<file path="config.mk">
export PLATFORM = sky130hd
export DESIGN_NAME = pipe_skid_stage
export DESIGN_NICKNAME = d
export VERILOG_FILES = /design/src/rtl/pipe_skid_stage.sv
export SDC_FILE = /design/constraint.sdc
export NUM_CORES = 1
export LEC_CHECK = 0
export ABC_AREA = 1
export CAP_MARGIN = 30
export CORE_ASPECT_RATIO = 0.7
export CORE_MARGIN = 2
export CORE_UTILIZATION = 35
export CTS_BUF_LIST = sky130_fd_sc_hd__clkbuf_4 sky130_fd_sc_hd__clkbuf_8 sky130_fd_sc_hd__clkbuf_16
export DETAILED_ROUTE_END_ITERATION = 12
export DONT_BUFFER_PORTS = 1
export PLACE_DENSITY = 0.48
export SLEW_MARGIN = 0
export SYNTH_ARGS = -nofsm -noshare
export SYNTH_HDL_FRONTEND = slang
export SYNTH_SLANG_ARGS = --single-unit
</file>
<file path="constraint.sdc">
create_clock -name clk -period 14 [get_ports clk]
set_input_delay 3.5 -clock clk [delete_from_list [all_inputs] [get_ports clk]]
set_output_delay 3.5 -clock clk [all_outputs]
set_load 0.02 [all_outputs]
</file>
<file path="src/rtl/pipe_skid_stage.sv">
// Handshaked pipeline-stage register with flush-to-bubble and an
// optional 2-entry skid buffer that keeps in_ready off the combinational path.
module pipe_skid_stage #(
    parameter int unsigned DATA_W   = 128,
    parameter int unsigned CTRL_W   = 12,
    parameter int unsigned SKID     = 1,
    parameter int unsigned CLR_DATA = 0
) (
    input  logic              clk,
    input  logic              reset,
    input  logic              flush,
    input  logic              in_valid,
    output logic              in_ready,
    input  logic [CTRL_W-1:0] in_ctrl,
    input  logic [DATA_W-1:0] in_data,
    output logic              out_valid,
    input  logic              out_ready,
    output logic [CTRL_W-1:0] out_ctrl,
    output logic [DATA_W-1:0] out_data,
    output logic [1:0]        occ
);

    typedef enum logic [1:0] {
        ST_EMPTY = 2'd0,
        ST_FULL  = 2'd1,
        ST_SKID  = 2'd2
    } state_e;

    state_e            state_q, state_d;
    logic [CTRL_W-1:0] main_ctrl_q, main_ctrl_d;
    logic [DATA_W-1:0] main_data_q, main_data_d;
    logic [CTRL_W-1:0] skid_ctrl_q, skid_ctrl_d;
    logic [DATA_W-1:0] skid_data_q, skid_data_d;
    logic              push;
    logic              pop;

    assign out_valid = (state_q != ST_EMPTY);
    assign out_ctrl  = main_ctrl_q;
    assign out_data  = main_data_q;
    assign occ       = state_q;

    // Skid mode derives ready from state only; single-entry mode looks at out_ready.
    assign in_ready = (SKID != 0) ? (state_q != ST_SKID)
                                  : (~out_valid | out_ready);

    assign push = in_valid & in_ready;
    assign pop  = out_valid & out_ready;

    // Next-state and register-load selection; flush overrides any handshake.
    always_comb begin
        state_d     = state_q;
        main_ctrl_d = main_ctrl_q;
        main_data_d = main_data_q;
        skid_ctrl_d = skid_ctrl_q;
        skid_data_d = skid_data_q;
        if (flush) begin
            state_d     = ST_EMPTY;
            main_ctrl_d = '0;
            skid_ctrl_d = '0;
            if (CLR_DATA != 0) begin
                main_data_d = '0;
                skid_data_d = '0;
            end
        end else begin
            unique case (state_q)
                ST_EMPTY: begin
                    if (push) begin
                        state_d     = ST_FULL;
                        main_ctrl_d = in_ctrl;
                        main_data_d = in_data;
                    end
                end
                ST_FULL: begin
                    if (push && pop) begin
                        main_ctrl_d = in_ctrl;
                        main_data_d = in_data;
                    end else if (pop) begin
                        state_d     = ST_EMPTY;
                        main_ctrl_d = '0;
                    end else if (push) begin
                        state_d     = ST_SKID;
                        skid_ctrl_d = in_ctrl;
                        skid_data_d = in_data;
                    end
                end
                ST_SKID: begin
                    if (pop) begin
                        state_d     = ST_FULL;
                        main_ctrl_d = skid_ctrl_q;
                        main_data_d = skid_data_q;
                    end
                end
                default: begin
                    state_d     = ST_EMPTY;
                    main_ctrl_d = '0;
                end
            endcase
        end
    end

    // State and bundle registers; data clears on reset only when CLR_DATA is set.
    always_ff @(posedge clk) begin
        if (reset) begin
            state_q     <= ST_EMPTY;
            main_ctrl_q <= '0;
            skid_ctrl_q <= '0;
            if (CLR_DATA != 0) begin
                main_data_q <= '0;
                skid_data_q <= '0;
            end
        end else begin
            state_q     <= state_d;
            main_ctrl_q <= main_ctrl_d;
            main_data_q <= main_data_d;
            skid_ctrl_q <= skid_ctrl_d;
            skid_data_q <= skid_data_d;
        end
    end

endmodule

</file>
==> summary.txt, run 1 <==
STA
  • Worst-Margin Slew: between 0.9 and 1 ns
  • Max-slew headroom: a little under two fifths
  • Final WS setup: 8.01 ns
  • Final setup fails: 0
  • Hold Fails Final Rpt: 0
  • RSZ-0062 raised after global routing: false
  • Final Skew: 0.0197 ns
  • Clock period minus worst slack: 5.99 ns
  • Setup tns final: 0 ns
  • Fin. max-slew vios: 0
  • Max Fclk: between 150 and 200 MHz
  • Period utilisation layout: between 40% and 50%

Critical path
  • Startpoint Class: input port
  • RR Endpoint: skid_data_q[73]$_DFFE_PP_
  • Critical Path Sink Type: register
  • CP startpoint: flush
  • CP arrival: 6.15 ns
  • Reg-to-reg setup timing slack: 10.85 ns
  • Reg-to-reg startpoint: occ[1]$_SDFFE_PN0P_
  • Worst R2R Path Depth: 7
  • CP max FO: 58
  • Crit Path Class: input port to register
  • Critical path required time: ~14 ns
  • Crit path to: skid_data_q[73]$_DFFE_PP_

Clocking
  • Total CTS buffers: 28
  • Root Buffer Master: clkbuf_16
  • CTS tree: yes
  • Cts repair resizes: 0
  • Post CTS Setup Buffer Count: 0
  • CTS max path bufs: 3
  • CTS Sinks: approximately 280
  • H-tree depth: 1
  • Clock slew at reported path FFs: 0.06 ns
  • Later-pin clock latency in the skew report: 0.55 ns
  • Hold buffer count at CTS: 0

Floorplan
  • Num rows: between 50 and 60
  • I/O Pins: slightly below 300
  • Die Y-Extent: 149 um
  • Die Width: roughly 210 um
  • Die area: 31600 um2
  • Total core area: 29800 um2
  • Initial Utilization: approximately 35%

Layout
  • Layout cells sized above 1: between 10% and 20%
  • Diode count: 0
  • Commonest non-fill, non-tap cell in the layout: nand2_1
  • Layout Area Growth over Synthesis: 11.8%
  • Layout Nets: 985
  • Most frequent cells in the layout: nand2_1, edfxtp_1, clkbuf_16, dfxtp_1, nor2_1

Power and ir drop
  • Total leakage power: 0.00441 uW
  • VDD IR max: 0.0000830 V
  • Pwr/cell area: around 150 nW/um2

GRT
  • M1 GR Usage: 18.9%
  • Met2 GRT Util: 20.6%
  • Met3 Use GR: 7.66%
  • First-pass GRT wire length: around 35000 um
  • Initial antenna violation count: 0
  • Tot GR Track Use: 14.4%
  • Layer with the highest usage: met2
  • GRT overflow: 0
  • Largest net degree at the start of global routing: 142
  • Number of global-route vias before repair: 5445

Synthesis
  • Mapped Nets: 984
  • Synth area leaders: edfxtp_1, nand2_1, dfxtp_1, buf_4, nor2_1
  • Yosys Warn Count: 0
  • Post-synthesis instance area: 10600 um2
  • Post-synthesis register bit count: 282
  • Syn_area_per_cell: 12.6 um2
  • Top cell type's share of synthesized area: 72.7%
  • Largest area contributor in the netlist: edfxtp_1
  • Yosys cell types: 22
  • Post-Syn Instances: 839
  • Post-synthesis sequential area ratio: between 70 and 80%

Routing
  • Via Count: 5759
  • Routed length per instance: 19.0 um
  • WL final: 23700 um
  • Final antenna-violating net count: 0
  • Drt pass-1 iters: 4
  • Vias per cell: between 4 and 5
  • Remaining DRCs: 0
  • DR iter-0 viols: 351

Hold path
  • Worst hold path class: register to register

Place
  • I/O Buffers: 0
  • Routability-driven placement congestion ratio: 0.746
  • Final HPWL DP: 14400 um
  • Pre-CTS setup slack: between 7 and 8 ns

Status
  • Status: complete, no violations

Job
  • Maxcap violations: 0
==> worst max-delay path, cell delays in order <==
cell,delay (ns)
nor2_1,0.63
inv_1,0.60
nor2_4,0.21
buf_4,0.43
buf_4,0.72
==> cells by family (layout without fill, tap and decap cells) <==
group | after synthesis | in the layout | synth area share, %
flops | 282 | 282 | 77.6
simple gates | 484 | 484 | 18.1
compound gates | 27 | 27 | 1.63
buf+inv | 46 | 67 | 2.64
==> registers in the layout (all words and copies together), names as in the netlist <==
signal / count
skid_data_q: 128
skid_ctrl_q: 12
out_data: 128
occ: 2
out_ctrl: 12
==> worst min-delay path by stage <==
stage	start	end	slack, ns	cells after the start
6_report	skid_ctrl_q[1]$_SDFFE_PN0P_	skid_ctrl_q[1]$_SDFFE_PN0P_	0.51	2
5_1_grt	skid_data_q[122]$_DFFE_PP_	out_data[122]$_DFFE_PP_	0.52	2
4_1_cts	skid_ctrl_q[1]$_SDFFE_PN0P_	skid_ctrl_q[1]$_SDFFE_PN0P_	0.51	2
3_5_place_dp	skid_ctrl_q[1]$_SDFFE_PN0P_	skid_ctrl_q[1]$_SDFFE_PN0P_	0.50	2
3_3_place_gp	skid_ctrl_q[1]$_SDFFE_PN0P_	skid_ctrl_q[1]$_SDFFE_PN0P_	0.48	2
2_1_floorplan	skid_ctrl_q[1]$_SDFFE_PN0P_	skid_ctrl_q[1]$_SDFFE_PN0P_	0.46	2
==> stage by stage <==
stage | hold WS (ns) | power [uW] | std cells | cell area, um2 | util [%]
floorplan | 0.461 | 1020 | 839 | 10600 | -
global placement | 0.483 | 1030 | 1194 | 10900 | 36.5
CTS | 0.511 | 1790 | 1244 | 11800 | 39.5
finish | 0.509 | 1760 | 1245 | 11800 | 39.6
global route | 0.524 | 1820 | 1245 | 11800 | 39.6
detailed placement | 0.496 | 1030 | 1194 | 10900 | 36.5
==> area by class of cell <==
cell class | count | area, um2
Fill cell | 2807 | 18000
Clock buffer | 33 | 756
Inverter | 9 | 36.3
Sequential cell | 282 | 8210
Tap cell | 385 | 482
Timing Repair Buffer | 8 | 85.1
Clock inverter | 17 | 154
Multi-Input combinational cell | 511 | 2100
==> report_power, final <==
group	total, uW	internal (uW)	switching, uW	leakage (uW)
Combinational	43.8	13.3	30.5	0.00142
Sequential	965	939	26.0	0.00254
Clock	752	438	314	0.000455
==> synth_stat cells <==
| master | number |
|---|---|
| o21ai_0 | 12 |
| nor2_4 | 3 |
| dfxtp_1 | 26 |
| nor2_1 | 27 |
| nor3_1 | 1 |
| nand2_1 | 425 |
| inv_2 | 5 |
| nand2_4 | 1 |
| buf_2 | 16 |
| buf_6 | 2 |
| nor2_2 | 1 |
| buf_8 | 1 |
| nand3_1 | 12 |
| nand2_2 | 11 |
| a21oi_2 | 10 |
| edfxtp_1 | 256 |
| a21oi_1 | 4 |
| inv_1 | 4 |
| nand3_2 | 3 |
| buf_4 | 16 |
| o21ai_1 | 1 |
| buf_1 | 2 |
==> metal layers <==
layer  up-vias  part of all wire (%)  wire length (um)
li1       2810                     -                 -
met2       219                    43             10200
met5         -                     0                 0
met3        32                    12              2860
met4         0                   2.1               497
met1      2698                    43             10200
Power figures use the tool's default switching activity.
==> run 2, diff against run 1 <==
==> constraint.sdc (replaced) <==
create_clock -name clk -period 6 [get_ports clk]
set_input_delay 1.5 -clock clk [delete_from_list [all_inputs] [get_ports clk]]
set_output_delay 1.5 -clock clk [all_outputs]
set_load 0.02 [all_outputs]
==> summary.txt, run 2 (same netlist as run 1, synthesis figures left out) <==
Status
  • Status: complete, no violations

Place
  • Cells after DPL: between 1000 and 1500
  • Final HPWL DP: 15200 um
  • I/O Buffers: 0
  • Routability-driven placement congestion ratio: 0.761

Clocking
  • Hold buffer count at CTS: 0
  • Post CTS Setup Buffer Count: 0
  • Total CTS buffers: 30
  • CTS Sinks: 282
  • Clock slew at reported path FFs: 0.06 ns
  • Root Buffer Master: clkbuf_16
  • H-tree depth: 1
  • Later-pin clock latency in the skew report: ~0.54 ns
  • CTS max path bufs: 3
  • CTS tree: yes
  • Cts repair resizes: 0

Power and ir drop
  • Total leakage power: 0.00448 uW
  • VDD IR max: 0.000184 V
  • Pwr/cell area: 353 nW/um2
  • Tot Pwr: around 4200 uW

Critical path
  • Worst path bufs/invs: 2
  • Critical path's top delay family: simple AND/OR/NAND/NOR gates
  • RR Endpoint: skid_data_q[23]$_DFFE_PP_
  • Critical Path Sink Type: register
  • Worst R2R Path Depth: 6
  • Worst stage delay on the critical path: 0.78 ns
  • Reg-to-reg setup timing slack: 3.17 ns
  • CP arrival: 3.86 ns
  • WP depth: 4
  • Critical-path cell list: nor2_1 -> inv_1 -> nor2_4 -> buf_4
  • Crit Path Class: input port to register
  • Startpoint Class: input port
  • Critical path required time: 6.22 ns
  • CP max FO: 20
  • Crit path to: skid_data_q[23]$_DFFE_PP_
  • CP startpoint: flush
  • Reg-to-reg startpoint: occ[1]$_SDFFE_PN0P_
  • Crit-path slowest cell: nor2_4

STA
  • Worst hold slack: 0.506 ns
  • Setup tns final: 0 ns
  • Clock period minus worst slack: 3.64 ns
  • Final setup fails: 0
  • RSZ-0062 raised after global routing: false
  • Max-slew headroom: between 40% and 50%
  • Worst-Margin Slew: 0.878 ns
  • Final Skew: 0.00734 ns
  • Period utilisation layout: 60.6%
  • Fin. max-slew vios: 0
  • Max Fclk: 275 MHz
  • Hold Fails Final Rpt: 0

Routing
  • DR iter-0 viols: 265
  • Routed length per instance: 19.2 um
  • Remaining DRCs: 0
  • Final antenna-violating net count: 0
  • Vias per cell: 4.59
  • Via Count: between 5000 and 6000
  • WL final: 24100 um
  • Drt pass-1 iters: 4

GRT
  • Number of global-route vias before repair: 5550
  • GRT overflow: 0
  • Tot GR Track Use: 15.0%
  • First-pass GRT wire length: around 36000 um
  • Initial antenna violation count: 0
  • Largest net degree at the start of global routing: 79

Floorplan
  • Initial Utilization: 35.4%
  • Die Width: 212 um
  • I/O Pins: 289
  • Die area: 31600 um2
  • Num rows: 53
  • Total core area: 29800 um2
  • Die Y-Extent: 149 um

Layout
  • Most frequent cells in the layout: nand2_1, edfxtp_1, clkbuf_16, dfxtp_1, nor2_1
  • Layout cells sized above 1: 10.8%
  • Diode count: 0
  • Fin cells: 1254
  • Commonest non-fill, non-tap cell in the layout: nand2_1
  • Layout Nets: just under 1000
  • Layout Area Growth over Synthesis: 13.3%

Hold path
  • Worst hold path class: register to register

Job
  • Maxcap violations: 0
[run 2: stage by stage]
| step | instance area [um2] | setup slack [ns] | utilization [%] |
|---|---|---|---|
| 2_1_floorplan | 10600 | 0.170 | - |
| 3_3_place_gp | 10900 | 1.70 | 36.6 |
| 3_5_place_dp | 10900 | 1.68 | 36.7 |
| 4_1_cts | 11900 | 2.28 | 40.0 |
| 5_1_grt | 12000 | 2.05 | 40.1 |
| 6_report | 12000 | 2.36 | 40.1 |
[run 2: cell type report]
class / instances / area (um2)
Fill cell: 2782 / 17900
Sequential cell: 282 / 8210
Multi-Input combinational cell: 511 / 2100
Clock buffer: 34 / 798
Tap cell: 385 / 482
Clock inverter: 22 / 205
Timing Repair Buffer: 11 / 148
Inverter: 9 / 36.3
[run 2: where the power goes]
| group | internal, uW | switching [uW] |
|---|---|---|
| combinational | 33.3 | 71.4 |
| clock | 1120 | 746 |
| sequential | 2190 | 61.2 |
| total | 3350 | 879 |
[run 2: worst min-delay path by stage]
stage | startpoint | to | cells past startpoint
floorplan | skid_ctrl_q[1]$_SDFFE_PN0P_ | skid_ctrl_q[1]$_SDFFE_PN0P_ | 2
global placement | skid_ctrl_q[1]$_SDFFE_PN0P_ | skid_ctrl_q[1]$_SDFFE_PN0P_ | 2
detailed placement | skid_ctrl_q[1]$_SDFFE_PN0P_ | skid_ctrl_q[1]$_SDFFE_PN0P_ | 2
CTS | skid_ctrl_q[1]$_SDFFE_PN0P_ | skid_ctrl_q[1]$_SDFFE_PN0P_ | 2
global route | skid_data_q[18]$_DFFE_PP_ | out_data[18]$_DFFE_PP_ | 2
finish | skid_ctrl_q[1]$_SDFFE_PN0P_ | skid_ctrl_q[1]$_SDFFE_PN0P_ | 2
[run 2: routing by layer]
| metal | wire length [um] | GRT usage [%] | up-vias |
|---|---|---|---|
| li1 | - | - | 2824 |
| met1 | 10200 | 19.7 | 2690 |
| met2 | 10100 | 20.7 | 207 |
| met3 | 3380 | 9.35 | 32 |
| met4 | 447 | 3.56 | 0 |
| met5 | 0 | 0 | - |
[run 2: tightest hold or removal path, cell delays in order (launching register included)]
cell	delay, ns
dfxtp_1	0.33
o21ai_1	0.07
nor2_1	0.08
==> run 3, diff against run 2 <==
--- a/config.mk
+++ b/config.mk
@@ -13,7 +13,7 @@
 export CTS_BUF_LIST = sky130_fd_sc_hd__clkbuf_4 sky130_fd_sc_hd__clkbuf_8 sky130_fd_sc_hd__clkbuf_16
 export DETAILED_ROUTE_END_ITERATION = 12
 export DONT_BUFFER_PORTS = 1
-export PLACE_DENSITY = 0.48
+export PLACE_DENSITY = 0.5
 export SLEW_MARGIN = 0
 export SYNTH_ARGS = -nofsm -noshare
 export SYNTH_HDL_FRONTEND = slang
==> constraint.sdc (replaced) <==
create_clock -name clk -period 3.1 [get_ports clk]
set_input_delay 0.775 -clock clk [delete_from_list [all_inputs] [get_ports clk]]
set_output_delay 0.775 -clock clk [all_outputs]
set_load 0.02 [all_outputs]
==> summary.txt, run 3 (same netlist as run 1, synthesis figures left out) <==
Critical path
  • Critical Path Sink Type: output pin
  • Startpoint Class: register
  • CP max FO: 38
  • CP startpoint: occ[1]$_SDFFE_PN0P_
  • Crit Path Class: register to output pin
  • CP arrival: 1.83 ns
  • Critical path required time: 2.32 ns
  • Reg-to-reg startpoint: occ[1]$_SDFFE_PN0P_

Power and ir drop
  • Total leakage power: 0.00445 uW
  • Combinational share of power: 2.7%
  • Clock share of power: 42.1%
  • Pwr/cell area: 663 nW/um2
  • Sequential share of power: approximately 55%
  • VDD IR max: ~0.00038 V
  • Internal power: 6220 uW
  • Psw: approximately 1700 uW
  • Switch share: 21.3%

Layout
  • Layout fillers: 2812
  • Layout Area Growth over Synthesis: 12.8%
  • Diode count: 0
  • Design Area, Final: 11900 um2
  • Most frequent cells in the layout: nand2_1, edfxtp_1, clkbuf_16, dfxtp_1, nor2_1
  • Final core utilization: 39.9%
  • Area of the multi-input gates: 2110 um2
  • Register area: 8210 um2
  • Commonest non-fill, non-tap cell in the layout: nand2_1
  • Layout Nets: 988
  • Layout cells sized above 1: 11.2%

STA
  • Worst-Margin Slew: 0.682 ns
  • Clock period minus worst slack: ~2.6 ns
  • Final WS setup: 0.499 ns
  • RSZ-0062 raised after global routing: false
  • Period utilisation layout: 83.9%
  • Fin. max-slew vios: 0
  • Final Skew: 0.0149 ns
  • Hold Fails Final Rpt: 0
  • Max-slew headroom: 54.5%
  • Setup tns final: 0 ns
  • Final setup fails: 0
  • Max Fclk: 384 MHz

Routing
  • WL final: around 24000 um
  • Vias per cell: 4.61
  • Remaining DRCs: 0
  • Final antenna-violating net count: 0
  • Drt pass-1 iters: 4
  • Routed length per instance: 19.1 um
  • Via Count: 5764
  • DR iter-0 viols: around 270

Floorplan
  • Die Y-Extent: 149 um
  • Die Width: approximately 210 um
  • Num rows: 53
  • Initial Utilization: a little over a third
  • Total core area: 29800 um2
  • Die area: 31600 um2
  • I/O Pins: 289

Clocking
  • Cts repair resizes: 0
  • CTS max path bufs: 3
  • Clock slew at reported path FFs: 0.07 ns
  • CTS tree: yes
  • CTS Sinks: 282
  • H-tree depth: 1
  • Hold buffer count at CTS: 0
  • Root Buffer Master: clkbuf_16
  • Total CTS buffers: 29
  • Post CTS Setup Buffer Count: 0
  • Later-pin clock latency in the skew report: 0.55 ns

Job
  • Maxcap violations: 0

GRT
  • Initial antenna violation count: 0
  • First-pass GRT wire length: 35400 um
  • Number of global-route vias before repair: 5594
  • Largest net degree at the start of global routing: ~140
  • Tot GR Track Use: between 10% and 20%
  • GRT overflow: 0

Place
  • I/O Buffers: 0
  • Pre-CTS setup slack: roughly 0.72 ns
  • Routability-driven placement congestion ratio: 0.734
  • Final HPWL DP: 14800 um
  • Placed inst area: between 10000 and 15000 um2

Hold path
  • Worst hold start: in_data[123]
  • Worst hold path class: input port to register

Status
  • Status: complete, no violations
## run 3: layout make-up
cell class / count / area share, %
clock buffers: 38 / 6.76
clock inverters: 15 / 0.829
inverters: 9 / 0.409
multi-input cells: 511 / 17.7
flip-flops and latches: 282 / 68.9
well taps: 385 / 4.04
repair buffers: 10 / 1.36
## run 3: worst max-delay path, cell delays in order (launching register included)
cell,delay (ns)
dfxtp_1,0.43
inv_2,0.32
nor2_4,0.09
inv_4,0.44
## run 3: final timing paths
path                                                    to  slack [ns]  cells after the start
worst max-delay path                              in_ready        0.50                      3
worst min register to register     out_data[117]$_DFFE_PP_        0.51                      2
worst min-delay path            skid_data_q[123]$_DFFE_PP_        0.32                      0
worst max register to register   skid_data_q[40]$_DFFE_PP_        0.70                      6
## run 3: stage by stage
step,std cells,total power [uW],hold slack (ns)
2_1_floorplan,839,4590,0.461
3_3_place_gp,1197,4660,0.489
3_5_place_dp,1197,4660,0.501
4_1_cts,1250,8030,0.284
5_1_grt,1250,8210,0.279
6_report,1250,7900,0.316
## run 3: per-layer routing
metal | track usage (%) | wire length, um | vias up | share of wire, %
met1 | 20.0 | 10600 | 2720 | 44
met5 | 0 | 0 | - | 0
met2 | 21.0 | 10200 | 181 | 43
met4 | 4.19 | 685 | 0 | 2.9
li1 | - | - | 2821 | -
met3 | 6.82 | 2410 | 42 | 10
## run 3: power groups by stage
stage	Clock, uW	Combinational [uW]	Sequential (uW)
6_report	3330	212	4360
5_1_grt	3590	249	4360
4_1_cts	3450	219	4360
3_5_place_dp	0	219	4440
3_3_place_gp	0	213	4440
2_1_floorplan	0	168	4430
